## config.mk

```make
export PLATFORM = sky130hd
export DESIGN_NAME = fitness_eval
export DESIGN_NICKNAME = d
export VERILOG_FILES = /design/src/rtl/genetico_pkg.sv /design/src/rtl/bit_match_count.sv /design/src/rtl/fitness_eval.sv
export SDC_FILE = /design/constraint.sdc
export NUM_CORES = 1
export LEC_CHECK = 0
export ABC_AREA = 1
export CAP_MARGIN = 20
export CORE_MARGIN = 2
export CORE_UTILIZATION = 45
export CTS_CLUSTER_DIAMETER = 80
export DETAILED_ROUTE_END_ITERATION = 10
export GPL_TIMING_DRIVEN = 0
export PLACE_DENSITY = 0.79
export SETUP_SLACK_MARGIN = 0.15
export SYNTH_ARGS = -nofsm -noshare
export SYNTH_HDL_FRONTEND = slang
export SYNTH_SLANG_ARGS = --single-unit
```

## constraint.sdc

```tcl
create_clock -name clk -period 6.9 [get_ports clk]
set_input_delay 1.035 -clock clk [delete_from_list [all_inputs] [get_ports clk]]
set_output_delay 1.035 -clock clk [all_outputs]
set_load 0.02 [all_outputs]
```

## src/rtl/genetico_pkg.sv

```systemverilog
// Shared constants and state type for the evolvable-array fitness evaluator.
package genetico_pkg;

  localparam int IN_W_DEF  = 8;
  localparam int OUT_W_DEF = 8;
  localparam int FIT_W_DEF = IN_W_DEF + $clog2(OUT_W_DEF) + 1;

  function automatic int fit_max(input int in_w, input int out_w);
    return (1 << in_w) * out_w;
  endfunction

  localparam int FIT_MAX = fit_max(IN_W_DEF, OUT_W_DEF);

  typedef enum logic [1:0] {IDLE, RUN, DRAIN, DONE} fit_state_t;

endpackage

```

## src/rtl/bit_match_count.sv

```systemverilog
// Counts how many bit positions of a and b agree (popcount of the XNOR).
module bit_match_count #(
  parameter int OUT_W = 8,
  localparam int CNT_W = $clog2(OUT_W) + 1
) (
  input  logic [OUT_W-1:0] a,
  input  logic [OUT_W-1:0] b,
  output logic [CNT_W-1:0] count
);

  always_comb begin
    count = '0;
    for (int i = 0; i < OUT_W; i++) begin
      if (a[i] == b[i]) count = count + CNT_W'(1);
    end
  end

endmodule

```

## src/rtl/fitness_eval.sv

```systemverilog
// Sweeps every input vector through the logic-element array and scores the
// responses against the target ROM, reporting matching-bit count as fitness.
module fitness_eval
  import genetico_pkg::*;
#(
  parameter int IN_W  = IN_W_DEF,
  parameter int OUT_W = OUT_W_DEF,
  parameter int FIT_W = IN_W + $clog2(OUT_W) + 1
) (
  input  logic             clk,
  input  logic             rst_n,
  input  logic             start,
  input  logic             abort,
  output logic             busy,
  output logic             done,
  output logic [FIT_W-1:0] fitness,
  output logic             perfect,
  output logic [IN_W-1:0]  chrom_in,
  input  logic [OUT_W-1:0] chrom_out,
  output logic [IN_W-1:0]  exp_addr,
  input  logic [OUT_W-1:0] exp_data
);

  localparam int CNT_W = $clog2(OUT_W) + 1;
  localparam logic [FIT_W-1:0] MAX  = FIT_W'(fit_max(IN_W, OUT_W));
  localparam logic [IN_W-1:0]  LAST = '1;

  fit_state_t       state;
  logic [IN_W-1:0]  vec;
  logic [OUT_W-1:0] obs_q;
  logic             v1;
  logic [FIT_W-1:0] acc;
  logic [FIT_W-1:0] acc_next;
  logic [CNT_W-1:0] match_cnt;

  // Array response is captured alongside the ROM read so both arrive together.
  bit_match_count #(.OUT_W(OUT_W)) u_match (
    .a     (obs_q),
    .b     (exp_data),
    .count (match_cnt)
  );

  assign acc_next = v1 ? acc + FIT_W'(match_cnt) : acc;
  assign chrom_in = vec;
  assign exp_addr = vec;

  always_ff @(posedge clk or negedge rst_n) begin
    if (!rst_n) begin
      state   <= IDLE;
      vec     <= '0;
      obs_q   <= '0;
      v1      <= 1'b0;
      acc     <= '0;
      busy    <= 1'b0;
      done    <= 1'b0;
      fitness <= '0;
      perfect <= 1'b0;
    end else begin
      case (state)
        IDLE: begin
          vec  <= '0;
          v1   <= 1'b0;
          done <= 1'b0;
          if (start && !abort) begin
            state <= RUN;
            busy  <= 1'b1;
            acc   <= '0;
          end
        end
        RUN: begin
          if (abort) begin
            state <= IDLE;
            busy  <= 1'b0;
            vec   <= '0;
            v1    <= 1'b0;
            acc   <= '0;
          end else begin
            obs_q <= chrom_out;
            v1    <= 1'b1;
            acc   <= acc_next;
            if (vec == LAST) begin
              state <= DRAIN;
              vec   <= '0;
            end else begin
              vec <= vec + IN_W'(1);
            end
          end
        end
        // Last vector's score lands here, so the result is published straight from acc_next.
        DRAIN: begin
          v1 <= 1'b0;
          if (abort) begin
            state <= IDLE;
            busy  <= 1'b0;
            acc   <= '0;
          end else begin
            acc     <= acc_next;
            fitness <= acc_next;
            perfect <= (acc_next == MAX);
            done    <= 1'b1;
            busy    <= 1'b0;
            state   <= DONE;
          end
        end
        default: begin
          done  <= 1'b0;
          state <= IDLE;
        end
      endcase
    end
  end

endmodule

```

# Word level (Yosys, flattened, before mapping)
# Cells that the tools add are included.
# W data, S select, Z words.
[classes]
n_addsub = 9
mux = 27
n_bitwise = 2
n_eq_ne = 16
reduce_logical = 15
[ops]
columns = ["cell", "count"]
rows = [
  ["$mux W12", 3],
  ["$mux W4", 7],
  ["$add A4 B1 Y4 const B", 6],
  ["$pmux W12 S2", 1],
  ["$mux W8", 2],
  ["$pmux W8 S2", 1],
  ["$add A12 B4 Y12", 1],
  ["$eq A12 B12 Y1 const B", 1],
  ["$reduce_and A2 Y1", 5],
  ["$add A8 B1 Y8 const B", 1],
  ["$eq A1 B1 Y1", 8],
  ["$eq A8 B8 Y1 const B", 1],
  ["$mux W2", 4],
  ["$ne A2 B2 Y1 const B", 3],
  ["$pmux W2 S3", 1],
  ["$reduce_bool A2 Y1", 3],
  ["$mux W1", 5],
  ["$pmux W1 S2", 2],
  ["$reduce_or A2 Y1", 2],
  ["$ne A3 B3 Y1 const B", 1],
  ["$pmux W1 S3", 1],
  ["$reduce_and A3 Y1", 1],
  ["$reduce_bool A3 Y1", 1],
  ["$add A1 B1 Y2 const B", 1],
  ["6 further kinds", 7],
]
[totals]
input_bits = 20
out_inout_bits = 31
register_bits = 46
elab_cells = 78

# Longest topological paths before layout
[logic_depth]
ltp_word = 20
mapped_depth = 37
mapped_depth_nobuf = 37

# Hierarchy
# A second synthesis with hierarchy kept.
[hier_totals]
hier_cells = 462
hier_area_um2 = 3324.4
[by_module_without_submodules]
columns = ["mod", "n_inst", "cells_each", "seq_area_each_um2", "area_per_inst_um2"]
rows = [
  ["fitness_eval", 1, 301, 1151.1, 2446.1],
  ["bit_match_count", 1, 161, 0.0, 878.3],
]

# Least setup slack after synthesis
# OpenSTA, ideal clock, no wires.
[synth_path]
path_type = "input port to flip-flop"
startpoint = "input port exp_data[0]"
endpoint = "register perfect"
n_path_buf = 0
t_required_ns = 6.824
slack_ns = 1.330
setup_time_ns = 0.076
arrival_time_ns = 5.494
stages = 32
path_cell_list = "inv_1 nand2_1 nand2_1 inv_1 ha_1 inv_1 nand3_1 nand2_2 inv_1 ha_1 or2_2 nand3_1 nand3_1 nand3_1 nand2_1 ha_1 or2_2 nand2_1 inv_1 ha_1 inv_1 o21ai_0 inv_1 fa_1 o21ai_0 nand3_1 nor2_1 nand3_1 xor2_1 inv_1 nand4_1 o21ai_1"
[synth_between]
elab_chain_cells = 19
[synth_lines]
columns = ["element", "line_no", "rtl"]
rows = [
  ["start: declaration", "fitness_eval.sv:21", "input logic [OUT_W-1:0] exp_data"],
  ["$eq A1 B1 Y1 *", "bit_match_count.sv:14", "if (a[i] == b[i]) count = count + CNT_W'(1);"],
  ["$mux W1 *", "bit_match_count.sv:14", ""],
  ["$add A1 B1 Y2", "bit_match_count.sv:14", ""],
  ["$mux W4 *", "bit_match_count.sv:14", ""],
  ["$add A4 B1 Y4", "bit_match_count.sv:14", ""],
  ["$mux W4 *", "bit_match_count.sv:14", ""],
  ["$add A4 B1 Y4", "bit_match_count.sv:14", ""],
  ["$mux W4 *", "bit_match_count.sv:14", ""],
  ["[3 not listed]", "--", ""],
  ["$mux W4 *", "bit_match_count.sv:14", ""],
  ["$add A4 B1 Y4", "bit_match_count.sv:14", ""],
  ["$mux W4 *", "bit_match_count.sv:14", ""],
  ["$add A4 B1 Y4", "bit_match_count.sv:14", ""],
  ["$mux W4 *", "bit_match_count.sv:14", ""],
  ["$add A12 B4 Y12 *", "fitness_eval.sv:43", "assign acc_next = v1 ? acc + FIT_W'(match_cnt) : acc;"],
  ["$mux W12 *", "fitness_eval.sv:43", ""],
  ["$eq A12 B12 Y1 *", "fitness_eval.sv:99", "perfect <= (acc_next == MAX);"],
  ["end signal: assignment", "fitness_eval.sv:99", ""],
  ["end: declaration", "fitness_eval.sv:17", "output logic perfect,"],
]
# Mark *: on every way between the ends. The rest lies on a longest branch, timed or not.
# A chain may end at the register's enable or synchronous reset.

# Worst setup path in the final report
# Same ends and word-level chain as after synthesis.

==> results.sh <==
export IMPL_yosysTopAreaCellShare=0.3832
export IMPL_drt_total_wl_microns=6445
export IMPL_hold_depth=2
export IMPL_ir_worst_vdd_mv=0.2379
export IMPL_netlist_instances=413
export IMPL_firstDrtPassIters=4
export IMPL_drive_gt1_frac=0.06356
export IMPL_start_kind="primary input"
export IMPL_drcViolationCount=0
export IMPL_pin_count=51
export IMPL_nFillCells=623
export IMPL_cts_clk_slew_worst_paths_ns=0.08
export IMPL_ff2ff_path_depth=33
export IMPL_fin_crit_ns=6.180
export IMPL_synthTopCellsByArea="dfrtp_1 38%, nand2_1 15%, inv_1 8.1%, ha_1 6.2%, o21ai_0 5.3%"
export IMPL_status="finished clean"
export IMPL_hold_class="flop to flop"
export IMPL_drt_iter0_drc=115
export IMPL_syn_area_sq_um=3004
export IMPL_tightestPinTransition_ns=0.4877
export IMPL_synth_main_ff_cell="dfrtp_1"
export IMPL_nets=507
export IMPL_post_synth_cell_area_avg_sq_um=7.274
export IMPL_synth_async_reset_ratio=1.000
export IMPL_timing_hold_violations_final=0
export IMPL_slew_limit_headroom=0.6719
export IMPL_h_tree_depth=2
export IMPL_end_kind="flop"
export IMPL_maxCapViolCount=0
export IMPL_cp_arrival_ns=6.41
export IMPL_core_area_sq_um=6386
export IMPL_die_w_microns=85.71
export IMPL_rsz0062_at_grt="no"
export IMPL_grt_pass1_vias=2577
export IMPL_area_growth_synth_to_final_pct=23.49
export IMPL_seqCellArea_sq_um=1151
export IMPL_use_met2=0.3189
export IMPL_fmax_mhz=161.8
export IMPL_die_h_microns=85.71
export IMPL_worstSetupPathType="primary input to flop"
export IMPL_slowest_stage="clkdlybuf4s50_1"
export IMPL_grt_usage=0.1871
export IMPL_start_util=0.4704
export IMPL_period_share=0.8956
export IMPL_hpwl_microns=5022
export IMPL_gr_total_overflow=0
export IMPL_row_count=29
export IMPL_grt_max_degree=42
export IMPL_synth_nets=449
export IMPL_busiest_layer="met2"
export IMPL_finalMaxSlewViolations=0
export IMPL_synth_commonest_cells="124 x nand2_1, 65 x inv_1, 46 x dfrtp_1"
export IMPL_leakagePower_nw=1.816
export IMPL_worstSkewPairLatency_ns=0.30
export IMPL_synth_cell_types=32
export IMPL_use_met3=0.02599
export IMPL_grtUsageMet1=0.2518
export IMPL_path_max_fanout=5
export IMPL_post_cts_buffers=0
export IMPL_wl_per_cell_microns=11.74
export IMPL_dieArea_sq_um=7345
export IMPL_num_antenna_cells=0
export IMPL_p_per_area_nw_per_um2=445.7
export IMPL_ctsLongestPathBuffers=2
export IMPL_synth_area_leader_cell="dfrtp_1"
export IMPL_skew_ns=0.005752
export IMPL_required_ns=7.13
export IMPL_grt_antenna_before_repair=0
export IMPL_setup_tns_final_ns=0
export IMPL_cp_slowest_stage_delay_ns=0.50
export IMPL_cts_tree="yes"
export IMPL_grt_pass1_wl_microns=11210
export IMPL_multiInputGateArea_sq_um=1529
export IMPL_yosysSeqAreaShare=0.3832
export IMPL_numCtsBuffers=5
export IMPL_via_count=2744
export IMPL_clockRootBuffer="clkbuf_8"
export IMPL_io_buffer_count=50
export IMPL_ys_seq_elements=46
export IMPL_setup_viol=0
export IMPL_synth_edf_count=0
export IMPL_synth_most_common_cell="nand2_1"
export IMPL_gp_congestion=0.8692
export IMPL_clock_sinks=46
export IMPL_via_per_inst=4.998
export IMPL_yosysWarnings=0
export IMPL_total_power_mw=1.653
export IMPL_ant_nets=0
==> metrics by stage <==
stage	worst slack, ns	hold slack, ns	util	cell area, sq um	instances
after CTS	0.6410	0.4957	0.5805	3707	549
after global routing	0.2310	0.5283	0.5809	3710	549
after global placement	0.4013	0.4696	0.5639	3601	540
after floorplan	1.330	0.4623	-	3004	413
final	0.7204	0.4946	0.5809	3710	549
after detailed placement	0.3496	0.4763	0.5662	3616	541
==> per-layer routing <==
metal | vias to the layer above | wire [microns] | share of wire
met4 | 0 | 76 | 0.012
met1 | 1276 | 3084 | 0.48
met5 | - | 0 | 0
met2 | 39 | 3085 | 0.48
met3 | 7 | 198 | 0.031
li1 | 1422 | - | -
==> timing repair <==
item,4_1_cts,5_1_grt
gates resized for setup,0,2
setup endpoints to repair,0,1
hold buffers,0,0
==> flip-flops by register name (all words and copies together) (netlist names) <==
register / cells
chrom_in: 8
state: 2
perfect: 1
acc: 12
obs_q: 8
fitness: 12
busy: 1
done: 1
v1: 1
==> layout by cell type, fill, tap and decap left out, types with 3 or more instances in the layout <==
cell type / instances
ha_1: 15
xnor2_1: 7
dfrtp_1: 46
buf_4: 8
o21ai_0: 31
inv_1: 65
nand3_1: 31
nand4_1: 6
nor2_2: 3
clkbuf_8: 6
o22ai_1: 8
clkdlybuf4s50_1: 49
a21oi_1: 8
nand3b_1: 3
xor2_1: 7
nor2_1: 20
nor3_1: 3
nand2_2: 3
nand2_1: 124
or2_2: 3
clkbuf_1: 7
==> worst max-delay path, delay by kind of cell <==
family          cells  cell delay (ns)
buf+inv             7             0.84
simple gates       18             2.42
fa+ha+maj           5             1.56
compound gates      3             0.54
==> logic make-up after synthesis <==
| group | count (synthesis) | synth area share |
|---|---|---|
| fa+ha+maj | 16 | 0.06914 |
| buf+inv | 79 | 0.1087 |
| simple gates | 201 | 0.2891 |
| mux | 1 | 0.003332 |
| xor+xnor | 15 | 0.04623 |
| flops | 46 | 0.3832 |
| compound gates | 55 | 0.1004 |
==> power breakdown <==
group | internal (mW) | leakage, nW | total, mW | switching (mW)
Combinational | 0.418 | 1.15 | 1.10 | 0.677
Clock | 0.0809 | 0.0482 | 0.169 | 0.0877
Sequential | 0.338 | 0.617 | 0.389 | 0.0516
Total | 0.837 | 1.82 | 1.65 | 0.817
==> area by class of cell <==
| type | count | share of cell area |
|---|---|---|
| Buffer | 14 | 0.02226 |
| Clock buffer | 7 | 0.02327 |
| Clock inverter | 1 | 0.001349 |
| Inverter | 65 | 0.06577 |
| Multi-Input combinational cell | 288 | 0.4121 |
| Sequential cell | 46 | 0.3103 |
| Tap cell | 77 | 0.02597 |
| Timing Repair Buffer | 51 | 0.1390 |
==> worst paths after layout <==
path,from,end,slack (ns)
worst max register to register,obs_q[0],perfect,1.52
worst min-delay path,fitness[5],fitness[5],0.49
worst min register to register,fitness[5],fitness[5],0.49
min in group asynchronous,rst_n,fitness[4],0.55
worst max-delay path,exp_data[0],perfect,0.72
max in group asynchronous,rst_n,obs_q[7],5.90
(Power assumes the default switching activity.)
